===== src/rtl/lsu_ctrl.sv =====
// rtl/lsu_ctrl.sv - load/store sequencer with sub-word read-modify-write over a word-only bus
module lsu_ctrl #(
  parameter int TIMEOUT_CYCLES = 16,
  parameter int ADDR_WIDTH = 32,
  parameter int DATA_WIDTH = 32
) (
  input  logic                  clk_i,
  input  logic                  rst_n_i,
  input  logic [3:0]            mem_op_i,
  input  logic [ADDR_WIDTH-1:0] mem_addr_i,
  input  logic [DATA_WIDTH-1:0] mem_data_i,
  output logic                  stall_o,
  output logic [DATA_WIDTH-1:0] reg_wdata_o,
  output logic                  reg_we_o,
  output logic                  misalign_o,
  output logic                  bus_err_o,
  output logic                  bus_req_o,
  output logic                  bus_we_o,
  output logic [ADDR_WIDTH-1:0] bus_addr_o,
  output logic [DATA_WIDTH-1:0] bus_wdata_o,
  input  logic [DATA_WIDTH-1:0] bus_rdata_i,
  input  logic                  bus_ack_i
);

  localparam logic [3:0] MEM_NOP = 4'd0, LB = 4'd1, LH = 4'd2, LW = 4'd3, LBU = 4'd4,
                         LHU = 4'd5, SB = 4'd6, SH = 4'd7, SW = 4'd8;
  localparam logic [31:0] TO_LAST = 32'(TIMEOUT_CYCLES - 1);

  typedef enum logic [2:0] {S_IDLE, S_RD, S_WR, S_DONE, S_ERR} state_t;

  state_t                state;
  logic [3:0]            op_q;
  logic [1:0]            lane_q;
  logic [DATA_WIDTH-1:0] data_q;
  logic [31:0]           timer;
  logic                  op_valid;
  logic                  op_misal;
  logic                  op_q_load;
  logic                  timeout_hit;

  function automatic logic [DATA_WIDTH-1:0] extract(input logic [3:0] op,
                                                    input logic [DATA_WIDTH-1:0] word,
                                                    input logic [1:0] lane);
    logic [7:0]  b;
    logic [15:0] h;
    b = 8'(word >> {lane, 3'b000});
    h = lane[1] ? word[31:16] : word[15:0];
    case (op)
      LB:      extract = {{24{b[7]}}, b};
      LBU:     extract = {24'h0, b};
      LH:      extract = {{16{h[15]}}, h};
      LHU:     extract = {16'h0, h};
      default: extract = word;
    endcase
  endfunction

  // Splice the store lane into the word just read; the bus has no byte enables.
  function automatic logic [DATA_WIDTH-1:0] merge(input logic [3:0] op,
                                                  input logic [DATA_WIDTH-1:0] word,
                                                  input logic [DATA_WIDTH-1:0] data,
                                                  input logic [1:0] lane);
    logic [4:0]            sh;
    logic [DATA_WIDTH-1:0] mask;
    if (op == SB) begin
      sh   = {lane, 3'b000};
      mask = 32'h0000_00FF << sh;
    end else begin
      sh   = {lane[1], 4'b0000};
      mask = 32'h0000_FFFF << sh;
    end
    merge = (word & ~mask) | ((data << sh) & mask);
  endfunction

  always_comb begin
    op_valid    = mem_op_i inside {LB, LH, LW, LBU, LHU, SB, SH, SW};
    op_misal    = ((mem_op_i inside {LH, LHU, SH}) && mem_addr_i[0]) ||
                  ((mem_op_i inside {LW, SW}) && (mem_addr_i[1:0] != 2'b00));
    op_q_load   = op_q inside {LB, LH, LW, LBU, LHU};
    timeout_hit = (TIMEOUT_CYCLES != 0) && (timer == TO_LAST);
  end

  assign stall_o = rst_n_i && ((state == S_IDLE && op_valid) || state == S_RD || state == S_WR);

  always_ff @(posedge clk_i or negedge rst_n_i) begin
    if (!rst_n_i) begin
      state       <= S_IDLE;
      op_q        <= MEM_NOP;
      lane_q      <= 2'b00;
      data_q      <= '0;
      timer       <= '0;
      reg_wdata_o <= '0;
      reg_we_o    <= 1'b0;
      misalign_o  <= 1'b0;
      bus_err_o   <= 1'b0;
      bus_req_o   <= 1'b0;
      bus_we_o    <= 1'b0;
      bus_addr_o  <= '0;
      bus_wdata_o <= '0;
    end else begin
      reg_we_o   <= 1'b0;
      misalign_o <= 1'b0;
      bus_err_o  <= 1'b0;
      case (state)
        S_IDLE: begin
          if (op_valid) begin
            op_q   <= mem_op_i;
            lane_q <= mem_addr_i[1:0];
            data_q <= mem_data_i;
            timer  <= '0;
            if (op_misal) begin
              misalign_o <= 1'b1;
              state      <= S_ERR;
            end else begin
              bus_req_o  <= 1'b1;
              bus_addr_o <= {mem_addr_i[ADDR_WIDTH-1:2], 2'b00};
              if (mem_op_i == SW) begin
                bus_we_o    <= 1'b1;
                bus_wdata_o <= mem_data_i;
                state       <= S_WR;
              end else begin
                bus_we_o <= 1'b0;
                state    <= S_RD;
              end
            end
          end
        end
        S_RD: begin
          if (bus_ack_i) begin
            if (op_q_load) begin
              bus_req_o   <= 1'b0;
              reg_we_o    <= 1'b1;
              reg_wdata_o <= extract(op_q, bus_rdata_i, lane_q);
              state       <= S_DONE;
            end else begin
              bus_we_o    <= 1'b1;
              bus_wdata_o <= merge(op_q, bus_rdata_i, data_q, lane_q);
              timer       <= '0;
              state       <= S_WR;
            end
          end else if (timeout_hit) begin
            bus_req_o <= 1'b0;
            bus_err_o <= 1'b1;
            state     <= S_ERR;
          end else begin
            timer <= timer + 32'd1;
          end
        end
        S_WR: begin
          if (bus_ack_i) begin
            bus_req_o <= 1'b0;
            bus_we_o  <= 1'b0;
            state     <= S_DONE;
          end else if (timeout_hit) begin
            bus_req_o <= 1'b0;
            bus_we_o  <= 1'b0;
            bus_err_o <= 1'b1;
            state     <= S_ERR;
          end else begin
            timer <= timer + 32'd1;
          end
        end
        default: state <= S_IDLE;
      endcase
    end
  end

endmodule


===== config.mk =====
export PLATFORM = sky130hd
export DESIGN_NAME = lsu_ctrl
export DESIGN_NICKNAME = d
export VERILOG_FILES = /design/src/rtl/lsu_ctrl.sv
export SDC_FILE = /design/constraint.sdc
export NUM_CORES = 1
export LEC_CHECK = 0
export ABC_AREA = 1
export CORE_MARGIN = 8
export CORE_UTILIZATION = 55
export DETAILED_ROUTE_END_ITERATION = 16
export GPL_TIMING_DRIVEN = 0
export PLACE_DENSITY = 0.9
export RECOVER_POWER = 100
export SKIP_LAST_GASP = 1
export SLEW_MARGIN = 20
export SYNTH_ARGS = -nofsm -noshare
export SYNTH_HDL_FRONTEND = slang
export SYNTH_SLANG_ARGS = --single-unit

===== constraint.sdc =====
create_clock -name clk_i -period 3.9 [get_ports clk_i]
set_input_delay 0.585 -clock clk_i [delete_from_list [all_inputs] [get_ports clk_i]]
set_output_delay 0.585 -clock clk_i [all_outputs]
set_load 0.05 [all_outputs]

==> flow_summary.yaml <==
timing:
  worst_pin_slew_ns: 2.32
  setup_slack_ns: 0.373
  final.setup.tns_ns: 0
  hold_ws_ns: 0.0592
  rsz0062_at_grt: "no"
  final_max_slew_viol_count: 94
  skew_ns: 0.0105
  timing.fmax_ghz: 0.283
  final.min_clock_period_ns: 3.53
  maxSlewHeadroom: -0.548
  hold_violations: 0
  setup_viol: 0
  finalCritPeriodShare: 0.904
global_route:
  grt_pass1_wl_um: 48800
  antenna_found_initial: 1
  grt_pass1_vias: 9421
  grt_max_degree: 94
  grt.total_usage: 0.305
  globalRoute.totalOverflow: 0
outcome:
  violations: "max-capacitance violations, max-slew violations"
  outcome: "finished with violations"
setup_path:
  crit_fanout: 4
  ff2ff_path_depth: 10
  worstSetupPathType: "in2out"
  crit_end: "stall_o"
  start_kind: "input port"
  r2r-start: "state[1]"
  startpoint: "mem_op_i[0]"
  crit_path_end_kind: "output pin"
  cp.required_ns: 3.31
  worst_ep_arrival_time_ns: 2.94
  reg2reg_setup_slack_ns: 1.10
  r2r_end: "timer[17]"
job:
  drv_cap: 1
finish:
  layout-drive-gt1-share: 0.0534
  num-nets-final: 1589
  layout_commonest_cell: "nand2_1"
  fin_cells: 1716
  multi_input_area_um2: 4150
  regArea_um2: 3900
  n_fill_cell: 1273
  area_delta_synth_final_pct: 32.1
  final_cell_mix: "nand2_1, dfrtp_1, nor2_1, inv_1, nand3_1"
floorplanning:
  die_area_um2: 20300
  die_h_um: 143
  core_area_um2: 15800
  io_pins: 205
  rows: 46
  die_w_um: 143
  initial_core_util: 0.559
clock_network:
  root_buffer: "clkbuf_16"
  cts-htree-levels: 4
  hold_buffers: 0
  cts_resized: 0
  clock_latency_ns: 0.44
  postCtsSetupRepairBufs: 0
  cts_tree: "built"
  cts.path.max_buffers: 2
  cts.sinks: 156
  cts.clk_slew.worst_paths_ns: 0.06
  cts_buffers: 17
pwr:
  ir_drop_mv: 0.537
  power_uw: 10100
  switching_share: 0.535
  power_switching_uw: 5390
  clkPwrFrac: 0.166
  pwr-share-comb: 0.581
  p_per_area_nw_per_um2: 866
  internal_power_uw: 4690
  seq_power_share: 0.253
  p_leak_uw: 0.00583
synthesis:
  synth.area.top_cells: "dfrtp_1, nand2_1, nand3_1"
  synthCells: 1263
  ys_warn_count: 0
  yosysSeqAreaShare: 0.443
  synth-seq-cells: 156
  synth_cell_types: 42
  yosysTopAreaCell: "dfrtp_1"
  synth_top_area_share: 0.443
  netlist_area_um2: 8820
  syn_area_per_cell_um2: 6.98
placement:
  post-place-ws_ns: 0.628
  io_buffer_count: 201
  gp_congestion: 0.969
  dp.cells: 1682
  place_hpwl_um: 23200
route:
  drtPass1Iterations: 6
  ant_nets: 0
  via_count: 9566
  routed_via_density: 5.57
  drtIter0Drc: 1040
  wire_per_inst_um: 18.0
  drc: 0
  wl_um: 30800
worst_hold_path:
  hold_path_class: "in2async"
[through the flow]
step	util	cell area [um2]
6_report	0.739	11600
5_1_grt	0.738	11600
4_1_cts	0.744	11700
3_5_place_dp	0.706	11100
3_3_place_gp	0.704	11100
2_1_floorplan	-	8820
[logic make-up (layout without fill, tap and decap cells)]
logic type      count (synthesis)  in the layout  share of synthesized area
compound gates                160            160                      0.105
simple gates                  760            760                      0.362
buf+inv                       178            412                     0.0817
xor+xnor                        7              7                    0.00695
flops                         156            156                      0.443
fa+ha+maj                       1              1                    0.00142
other cells                     1              4                   0.000425
[routing by layer]
layer  up-vias  track usage  routed length, um
li1       4478            -                  -
met1      4475        0.376              11900
met2       504        0.479              14300
met3       109       0.0972               3300
met4         0        0.143               1290
met5         -            0                  0
[power groups by stage]
stage                     registers (uW)  clock network, uW  logic (uW)
after floorplan                     4200                  0        2380
after global placement              2560                  0        5920
after detailed placement            2590                  0        6020
after CTS                           2570               1680        6060
after global routing                2620               1750        6290
final                               2550               1670        5860
[flip-flops by register name, indices dropped and copies added (netlist names)]
register	flops
timer	32
reg_we_o	1
op_q	4
data_q	16
reg_wdata_o	32
misalign_o	1
bus_wdata_o	32
state	3
bus_we_o	1
bus_req_o	1
lane_q	2
bus_addr_o	30
bus_err_o	1
[synth_stat cells]
cell type,n
nand2_1,485
dfrtp_1,156
nor2_1,117
inv_1,114
nand3_1,104
o21ai_0,61
a21oi_1,38
buf_2,27
a31oi_1,21
clkbuf_1,19
o211ai_1,18
nand4_1,16
inv_2,10
nor3_1,9
nand2_2,8
nor2_2,8
o21a_1,6
xor2_1,6
nor2_4,4
a22oi_1,3
buf_1,3
buf_4,3
o22ai_1,3
nand3_2,2
nor4_1,2
o21ai_1,2
o21ai_2,2
o21bai_1,2
a21boi_0,1
a21boi_1,1
buf_6,1
clkinv_1,1
conb_1,1
ha_1,1
nand2_8,1
nand3_4,1
nand4_4,1
nor2_8,1
nor3b_1,1
o211ai_2,1
o2bb2ai_1,1
xnor2_1,1
[worst max-delay path, cell delays in order]
cell and delay [ns]:
dlygate4sd3_1 0.61, nor2_1 0.16, nand3_1 0.17, nand3_1 0.20
nand2_1 0.17, nor2_1 0.14, dlygate4sd3_1 0.90
[worst min-delay path by stage]
stage / cells after the start / start / end / slack (ns)
after CTS: 1 / rst_n_i / timer[30] / 0.10
after detailed placement: 2 / bus_addr_o[28] / bus_addr_o[28] / 0.46
final: 1 / rst_n_i / timer[30] / 0.06
after global routing: 1 / rst_n_i / timer[30] / 0.12
after floorplan: 0 / rst_n_i / bus_addr_o[10] / 0.29
after global placement: 2 / bus_addr_o[28] / bus_addr_o[28] / 0.45
[layout make-up]
type | count | share of cell area
flip-flops and latches | 156 | 0.335
well taps | 216 | 0.0232
inverters | 125 | 0.0403
repair buffers | 202 | 0.174
plain buffers | 53 | 0.0193
clock buffers | 17 | 0.0365
clock inverters | 15 | 0.0148
diodes | 2 | 0.000430
multi-input cells | 930 | 0.357
No activity file was read; power rests on OpenSTA's default activity.
